**config.mk**
```make
export PLATFORM = sky130hd
export DESIGN_NAME = axis_insert_header_pipe
export DESIGN_NICKNAME = d
export VERILOG_FILES = /design/src/rtl/axis_insert_header_pipe.sv
export SDC_FILE = /design/constraint.sdc
export NUM_CORES = 1
export LEC_CHECK = 0
export BUFFER_PORTS_ARGS = -buffer_cell sky130_fd_sc_hd__buf_2
export CORE_MARGIN = 2
export CORE_UTILIZATION = 35
export DETAILED_ROUTE_END_ITERATION = 7
export GPL_ROUTABILITY_DRIVEN = 1
export GPL_TIMING_DRIVEN = 0
export HOLD_SLACK_MARGIN = 0.15
export MAX_ROUTING_LAYER = met4
export PLACE_DENSITY_LB_ADDON = 0.25
export SYNTH_ARGS = -nofsm -noshare
export SYNTH_HDL_FRONTEND = slang
export SYNTH_SLANG_ARGS = --single-unit
```
**constraint.sdc**
```tcl
create_clock -name clk -period 4.4 [get_ports clk]
set_input_delay 0.66 -clock clk [delete_from_list [all_inputs] [get_ports clk]]
set_output_delay 0.66 -clock clk [all_outputs]
set_load 0.02 [all_outputs]
```
**src/rtl/axis_insert_header_pipe.sv**
```systemverilog
// AXI-Stream header inserter: prepends a 0..N byte header to each payload packet
// and re-packs the byte stream into full-width beats behind a registered output stage.
module axis_insert_header_pipe #(
    parameter int DATA_WD      = 32,
    parameter int DATA_BYTE_WD = DATA_WD / 8,
    parameter int BYTE_CNT_WD  = $clog2(DATA_BYTE_WD + 1)
) (
    input  logic                    clk,
    input  logic                    rst_n,

    input  logic                    valid_in,
    input  logic [DATA_WD-1:0]      data_in,
    input  logic [DATA_BYTE_WD-1:0] keep_in,
    input  logic                    last_in,
    output logic                    ready_in,

    output logic                    valid_out,
    output logic [DATA_WD-1:0]      data_out,
    output logic [DATA_BYTE_WD-1:0] keep_out,
    output logic                    last_out,
    input  logic                    ready_out,

    input  logic                    valid_insert,
    input  logic [DATA_WD-1:0]      data_insert,
    input  logic [DATA_BYTE_WD-1:0] keep_insert,
    input  logic [BYTE_CNT_WD-1:0]  byte_insert_cnt,
    output logic                    ready_insert,
    output logic                    hdr_err
);

    typedef enum logic [1:0] {IDLE, STREAM, FLUSH} state_t;

    localparam logic [BYTE_CNT_WD-1:0] N_B   = BYTE_CNT_WD'(DATA_BYTE_WD);
    localparam logic [BYTE_CNT_WD:0]   N_CNT = (BYTE_CNT_WD + 1)'(DATA_BYTE_WD);

    state_t                   state;
    logic [BYTE_CNT_WD-1:0]   h_q;
    logic [BYTE_CNT_WD-1:0]   rem_q;
    logic [DATA_WD-1:0]       carry_q;

    function automatic logic [DATA_BYTE_WD-1:0] msb_ones(input logic [BYTE_CNT_WD:0] n);
        logic [DATA_BYTE_WD-1:0] r;
        for (int i = 0; i < DATA_BYTE_WD; i++) r[DATA_BYTE_WD-1-i] = (i < int'(n));
        return r;
    endfunction

    function automatic logic [DATA_BYTE_WD-1:0] lsb_ones(input logic [BYTE_CNT_WD:0] n);
        logic [DATA_BYTE_WD-1:0] r;
        for (int i = 0; i < DATA_BYTE_WD; i++) r[i] = (i < int'(n));
        return r;
    endfunction

    function automatic logic [DATA_WD-1:0] byte_mask(input logic [DATA_BYTE_WD-1:0] k);
        logic [DATA_WD-1:0] r;
        for (int i = 0; i < DATA_BYTE_WD; i++) r[8*i +: 8] = {8{k[i]}};
        return r;
    endfunction

    logic                    hdr_fire, in_fire, out_free, hdr_over, overflow;
    logic [BYTE_CNT_WD-1:0]  hdr_h, in_cnt, rem;
    logic [BYTE_CNT_WD:0]    total;
    logic [DATA_WD-1:0]      hdr_carry, in_data, beat_data, next_carry;

    assign out_free     = !valid_out || ready_out;
    assign ready_in     = (state == STREAM) && out_free;
    // The next header waits until the previous packet's last beat has left the output register.
    assign ready_insert = (state == IDLE) && !valid_out;
    assign hdr_fire     = valid_insert && ready_insert;
    assign in_fire      = valid_in && ready_in;

    // NOTE: every always_comb output gets a default first, so no path can infer a latch.
    always_comb begin
        in_cnt = '0;
        for (int i = 0; i < DATA_BYTE_WD; i++) in_cnt = in_cnt + BYTE_CNT_WD'(keep_in[i]);
    end

    assign hdr_over   = {1'b0, byte_insert_cnt} > N_CNT;
    assign hdr_h      = hdr_over ? N_B : byte_insert_cnt;
    assign hdr_err    = hdr_fire && (hdr_over || keep_insert != lsb_ones({1'b0, byte_insert_cnt}));
    assign hdr_carry  = (data_insert & byte_mask(lsb_ones({1'b0, hdr_h}))) << {N_B - hdr_h, 3'b000};

    // Invalid payload bytes are masked so they never reach data_out.
    assign in_data    = data_in & byte_mask(keep_in);
    assign beat_data  = carry_q | (in_data >> {h_q, 3'b000});
    assign next_carry = in_data << {N_B - h_q, 3'b000};
    assign total      = {1'b0, h_q} + {1'b0, in_cnt};
    assign overflow   = total > N_CNT;
    assign rem        = BYTE_CNT_WD'(total - N_CNT);

    // NOTE: reset is synchronous and clears the output stage and the carry/count registers
    // too, so a packet cut short by reset leaves nothing behind; all state uses <=.
    always_ff @(posedge clk) begin
        if (!rst_n) begin
            state     <= IDLE;
            h_q       <= '0;
            rem_q     <= '0;
            carry_q   <= '0;
            valid_out <= 1'b0;
            data_out  <= '0;
            keep_out  <= '0;
            last_out  <= 1'b0;
        end else begin
            if (valid_out && ready_out) valid_out <= 1'b0;
            case (state)
                IDLE: begin
                    if (hdr_fire) begin
                        h_q     <= hdr_h;
                        carry_q <= hdr_carry;
                        state   <= STREAM;
                    end
                end
                STREAM: begin
                    if (in_fire) begin
                        valid_out <= 1'b1;
                        data_out  <= beat_data;
                        carry_q   <= next_carry;
                        if (last_in && !overflow) begin
                            keep_out <= msb_ones(total);
                            last_out <= 1'b1;
                            state    <= IDLE;
                        end else begin
                            keep_out <= '1;
                            last_out <= 1'b0;
                            if (last_in) begin
                                rem_q <= rem;
                                state <= FLUSH;
                            end
                        end
                    end
                end
                FLUSH: begin
                    if (out_free) begin
                        valid_out <= 1'b1;
                        data_out  <= carry_q;
                        keep_out  <= msb_ones({1'b0, rem_q});
                        last_out  <= 1'b1;
                        carry_q   <= '0;
                        state     <= IDLE;
                    end
                end
                default: state <= IDLE;
            endcase
        end
    end

endmodule
```
Word-level counts from Yosys, hierarchy flattened
Index checks and enable logic that the tools add are counted.
- input bits: 81
- word-level logic and storage cells: 92
- output and inout port bits: 41
- register bits after elaboration: 78
- order comparisons: 18
- muxes and demuxes: 26
- reductions and logical operators: 19
- add/subtract/negate cells: 7
- equal/unequal tests: 7
- bitwise logic cells: 4
- shift operators: 3
- operators with widths (cell ; count):
    32-bit two-way mux ; 5
    32-bit case mux with 3 select lines ; 1
    32-bit AND ; 2
    32-bit case mux with 2 select lines ; 1
    32-bit by 6-bit << shifter with 32-bit output ; 2
    32-bit OR ; 1
    32-bit by 6-bit >> shifter with 32-bit output ; 1
    1-bit by 3-bit < comparator with 1-bit output (first input constant) ; 6
    2-bit by 3-bit < comparator with 1-bit output (first input constant) ; 6
    4-bit two-way mux ; 3
    4-bit AND reduction ; 3
    2-bit two-way mux ; 5
    1-bit by 4-bit < comparator with 1-bit output (first input constant) ; 2
    2-bit by 4-bit < comparator with 1-bit output (first input constant) ; 2
    4-bit case mux with 2 select lines ; 1
    1-bit logical AND ; 7
    1-bit two-way mux ; 6
    2-bit inequality test (second input constant) ; 3
    2-bit case mux with 3 select lines ; 1
    3-bit subtractor (first input constant) ; 2
    3-bit by 3-bit adder with 4-bit output ; 1
    4-bit by 3-bit greater-than comparator with 1-bit output (second input constant) ; 1
    4-bit inequality test ; 1
    1-bit case mux with 2 select lines ; 2
    other kinds (17) ; 19

Logic depth before layout (Yosys ltp)
- depth in word-level cells: 10
- gate-level depth with buffers: 11
- mapped depth without buffers: 9

Least setup slack after synthesis
No wires, ideal clock.
- path type: in2reg
- start point: input port keep_in[0]
- end point: register rem_q[1]
- path buffers: 0
- stages on the path: 9
- data required time: 4.284 ns
- arrival time: 2.841 ns
- slack: 1.442 ns
- cell sequence: fa_1 -> fa_1 -> inv_1 -> fa_1 -> nand2b_1 -> a22oi_1 -> nor4b_2 -> nand2_1 -> o211a_1
- cells in the longest elaborated chain, start to end: 9
- RTL lines (what ; line ; source):
    start: declaration ; 13 ; input logic [DATA_BYTE_WD-1:0] keep_in,
    1-bit by 1-bit adder with 2-bit output (*) ; 74 ; for (int i = 0; i < DATA_BYTE_WD; i++) in_cnt = in_cnt + BYTE_CNT_WD'(keep_in[i]);
    2-bit by 1-bit adder with 3-bit output (*) ; 74 ;
    3-bit by 1-bit adder with 3-bit output (*) ; 74 ;
    3-bit by 3-bit adder with 4-bit output (*) ; 86 ; assign total = {1'b0, h_q} + {1'b0, in_cnt};
    4-bit by 3-bit greater-than comparator with 1-bit output ; 87 ; assign overflow = total > N_CNT;
    1-bit logical NOT ; 117 ; if (last_in && !overflow) begin
    1-bit logical AND ; 117 ;
    1-bit NOT (no source line) ; -- ;
    4-bit AND reduction (no source line) ; -- ;
    end signal: assignment ; 125 ; rem_q <= rem;
    end: declaration ; 38 ; logic [BYTE_CNT_WD-1:0] rem_q;
Mark *: on every way between the ends. The rest lies on a longest branch, timed or not.
A chain may end at the register's enable or synchronous reset.

Worst setup path after layout
- start point: register h_q[1]
- end point: register carry_q[17]
- cells in the longest elaborated chain, start to end: 4
- RTL lines (what ; line ; source):
    start: declaration ; 37 ; logic [BYTE_CNT_WD-1:0] h_q;
    start signal: assignment ; 107 ; h_q <= hdr_h;
    3-bit subtractor ; 85 ; assign next_carry = in_data << {N_B - h_q, 3'b000};
    32-bit by 6-bit << shifter with 32-bit output ; 85 ;
    32-bit two-way mux ; 113 ; if (in_fire) begin
    32-bit case mux with 3 select lines ; 104 ; case (state)
    end signal: assignment ; 108 ; carry_q <= hdr_carry;
    end signal: assignment ; 116 ; carry_q <= next_carry;
    end: declaration ; 39 ; logic [DATA_WD-1:0] carry_q;
No other way between the ends. The select of a mux whose other input is x is not followed.

==> impl_metrics.prom <==
# TYPE chip_impl_metric gauge
chip_impl_info{name="run_status",value="finished, final reports clean"} 1
chip_impl_info{name="timing.setup.critical_path_class",value="reg -> reg"} 1
chip_impl_metric{name="core_area",unit="mm2"} 0.01383
chip_impl_metric{name="post-route-drc-count",unit=""} 0
chip_impl_metric{name="synth-async-reset-ratio",unit="%"} 0
chip_impl_info{name="final_cell_mix",value="sky130_fd_sc_hd__buf_2 (136), sky130_fd_sc_hd__dfxtp_1 (78), sky130_fd_sc_hd__a21oi_1 (73), sky130_fd_sc_hd__o21ai_0 (65), sky130_fd_sc_hd__nand2_1 (53)"} 1
chip_impl_metric{name="dpl.hpwl",unit="um"} 17090
chip_impl_metric{name="vias",unit=""} 5681
chip_impl_metric{name="slew-limit-headroom",unit="%"} 51.77
chip_impl_metric{name="required_time_of_the_worst_setup_path",unit="ps"} 4690
chip_impl_info{name="startpoint_type",value="flip-flop"} 1
chip_impl_info{name="hp-class",value="reg -> reg"} 1
chip_impl_metric{name="clock_latency_late_sink",unit="ps"} 350
chip_impl_info{name="grt.busiest_layer",value="met2"} 1
chip_impl_metric{name="seq_area_frac_synth",unit="%"} 31.68
chip_impl_metric{name="finalNonFillerCells",unit=""} 945
chip_impl_metric{name="synth_nets",unit=""} 721
chip_impl_metric{name="netlist_area",unit="mm2"} 0.004928
chip_impl_metric{name="cts-hold-fix-buffers",unit=""} 0
chip_impl_metric{name="die_y",unit="um"} 122.7
chip_impl_metric{name="layout-area-overhead-vs-synth",unit="%"} 22.90
chip_impl_metric{name="grt_remaining_overflow",unit=""} 0
chip_impl_metric{name="die-width",unit="um"} 122.7
chip_impl_metric{name="grt_max_degree",unit=""} 16
chip_impl_metric{name="post-cts-setup-buffers",unit=""} 0
chip_impl_metric{name="yosys_warnings",unit=""} 0
chip_impl_metric{name="hold_slack",unit="ps"} 460.5
chip_impl_metric{name="slew_viol_final",unit=""} 0
chip_impl_metric{name="fp-row-count",unit=""} 43
chip_impl_metric{name="drt.antenna.violating_nets",unit=""} 0
chip_impl_info{name="cts-root-buf",value="sky130_fd_sc_hd__clkbuf_16"} 1
chip_impl_metric{name="p_per_area",unit="mW/mm2"} 351.3
chip_impl_metric{name="grt_pass1_wl",unit="um"} 31070
chip_impl_metric{name="final.min_clock_period",unit="ps"} 3148
chip_impl_info{name="cts_tree",value="built"} 1
chip_impl_metric{name="i_o_pin_count",unit=""} 122
chip_impl_metric{name="synth_cells",unit=""} 629
chip_impl_metric{name="synth-edff-count",unit=""} 0
chip_impl_metric{name="netlist-cell-type-count",unit=""} 54
chip_impl_info{name="setup_repair_after_global_routing_missed_its_margin",value="false"} 1
chip_impl_metric{name="routability_congestion",unit=""} 0.9591
chip_impl_metric{name="maxCapViolations",unit=""} 0
chip_impl_metric{name="die_area",unit="mm2"} 0.01505
chip_impl_metric{name="place_area",unit="mm2"} 0.005754
chip_impl_metric{name="buffer_ports.inserted",unit=""} 120
chip_impl_metric{name="globalRouteMet3Util",unit="%"} 4.368
chip_impl_metric{name="ir_drop",unit="mV"} 0.1570
chip_impl_metric{name="path_max_fanout",unit=""} 10
chip_impl_metric{name="grt_util_all_layers",unit="%"} 29.03
chip_impl_metric{name="detail_route.first_pass.iterations",unit=""} 5
chip_impl_metric{name="worst-slew-pin-transition",unit="ps"} 723.4
chip_impl_metric{name="fillCellCount",unit=""} 1481
chip_impl_metric{name="dr.first_iter.drc_count",unit=""} 503
chip_impl_metric{name="final-setup-viol-count",unit=""} 0
chip_impl_metric{name="first_global_vias",unit=""} 5408
chip_impl_metric{name="route.detailed.vias_per_inst",unit=""} 6.012
chip_impl_metric{name="grt_met2_usage",unit="%"} 42.20
chip_impl_metric{name="timing.clock.skew",unit="ps"} 7.592
chip_impl_info{name="timing.critical_path.to_type",value="flip-flop"} 1
chip_impl_metric{name="sum_of_negative_setup_slack",unit="ps"} 0
chip_impl_metric{name="clk_transition_reported_paths",unit="ps"} 70
chip_impl_metric{name="cts_h_tree_lvls",unit=""} 3
chip_impl_metric{name="critPathArrivalTime",unit="ps"} 3430
chip_impl_metric{name="clock_sink_count",unit=""} 78
chip_impl_metric{name="final_layout_size_suffix_gt1_share",unit="%"} 22.88
chip_impl_metric{name="register_bit_total_from_synthesis",unit=""} 78
chip_impl_metric{name="finalHoldViolCount",unit=""} 0
chip_impl_metric{name="antenna-diode-count",unit=""} 0
chip_impl_metric{name="wirelength",unit="um"} 20990
chip_impl_metric{name="place.detailed.instances",unit=""} 929
chip_impl_metric{name="stdcell_area",unit="mm2"} 0.006057
chip_impl_metric{name="initial_core_util",unit="%"} 35.64
chip_impl_info{name="leading_cell_type_in_the_layout_fill_and_taps_excluded",value="sky130_fd_sc_hd__buf_2"} 1
chip_impl_metric{name="cts.path.max_buffers",unit=""} 2
chip_impl_metric{name="nNetsFinal",unit=""} 852
chip_impl_metric{name="grt_antenna_before_repair",unit=""} 0
chip_impl_info{name="prevailing_post_synth_register_cell",value="sky130_fd_sc_hd__dfxtp_1"} 1
chip_impl_metric{name="grtUsageMet1",unit="%"} 39.32
chip_impl_metric{name="routed_wire_length_per_instance",unit="um"} 22.21
chip_impl_metric{name="numCtsBuffers",unit=""} 9
chip_impl_metric{name="lkg_pwr",unit="nW"} 2.452
chip_impl_metric{name="cts-resized-gates",unit=""} 0
chip_impl_metric{name="clock.fmax",unit="MHz"} 317.7
chip_impl_metric{name="post_syn_area_per_cell",unit="um2"} 7.835
chip_impl_metric{name="fin_crit_sh",unit="%"} 71.54
power by group:
part | switching [mW] | internal [mW] | total (mW)
combinational | 0.369 | 0.197 | 0.566
sequential | 0.0305 | 0.762 | 0.793
clock | 0.324 | 0.445 | 0.769
worst max-delay path, stage by stage, from the launching register on:
cell	delay, ps
sky130_fd_sc_hd__dfxtp_1	340
sky130_fd_sc_hd__clkbuf_1	330
sky130_fd_sc_hd__clkbuf_1	450
sky130_fd_sc_hd__inv_1	190
sky130_fd_sc_hd__ha_1	310
sky130_fd_sc_hd__clkbuf_1	230
sky130_fd_sc_hd__clkbuf_1	400
sky130_fd_sc_hd__a211oi_1	90
sky130_fd_sc_hd__a211oi_1	450
sky130_fd_sc_hd__a21oi_1	120
sky130_fd_sc_hd__a21oi_1	170
layer usage:
metal	share of wire, %	wire length (um)
met2	43	8988
met3	7.1	1485
met5	0	0
met4	4.8	1000
met1	45	9513
synth_stat cells (9+ instances only):
master,count,area share [%]
sky130_fd_sc_hd__dfxtp_1,78,32
sky130_fd_sc_hd__nand2_1,53,4.0
sky130_fd_sc_hd__a21oi_1,73,7.4
sky130_fd_sc_hd__a211o_1,9,1.6
sky130_fd_sc_hd__a22oi_1,18,2.7
sky130_fd_sc_hd__a21boi_0,9,1.4
sky130_fd_sc_hd__nor2_1,24,1.8
sky130_fd_sc_hd__o21ai_0,65,6.6
sky130_fd_sc_hd__and2_1,13,1.7
sky130_fd_sc_hd__clkbuf_1,45,3.4
sky130_fd_sc_hd__buf_2,16,1.6
sky130_fd_sc_hd__nor2b_1,20,2.5
sky130_fd_sc_hd__nor3_1,24,2.4
sky130_fd_sc_hd__a221oi_1,16,2.8
sky130_fd_sc_hd__a211oi_1,39,5.9
sky130_fd_sc_hd__inv_1,13,0.99
cell type report:
class	instances	area [um2]	share of cell area, %
well taps	180	225.2	3.718
clock buffers	9	225.2	3.718
multi-input cells	473	3038	50.15
plain buffers	65	280.3	4.627
clock inverters	7	77.57	1.281
inverters	13	48.80	0.8056
repair buffers	120	600.6	9.915
flip-flops and latches	78	1562	25.78
cells by family (layout without fill, tap and decap cells):
kind of cell,Yosys count,after routing,synth area share (%)
AOI/OAI and AO/OA,290,290,39.86
xor gates and xnor gates,5,5,0.8887
adders and majority gates,11,11,3.250
buffers and inverters,78,214,6.677
DFF,78,78,31.68
muxes,1,1,0.2031
and+or+nand+nor,166,166,17.44
final timing paths:
kind / cells past startpoint / startpoint / endpoint / slack, ps
hold reg to reg: 2 / data_out[19] / data_out[19] / 460
setup reg to reg: 10 / h_q[1] / carry_q[17] / 1250
setup / recovery: 10 / h_q[1] / carry_q[17] / 1250
hold / removal: 2 / data_out[19] / data_out[19] / 460
registers in the layout, summed over array words and instances (netlist names):
signal / flops
rem_q: 3
keep_out: 4
h_q: 3
state: 2
carry_q: 32
valid_out: 1
last_out: 1
data_out: 32
stage by stage:
stage	power, mW	worst slack [ps]	util [%]
2_1_floorplan	1.139	1442	-
3_3_place_gp	1.354	1005	41.62
3_5_place_dp	1.359	1003	41.62
4_1_cts	2.125	1291	43.81
5_1_grt	2.211	963.3	43.81
6_report	2.128	1252	43.81
Power figures use the tool's default switching activity.
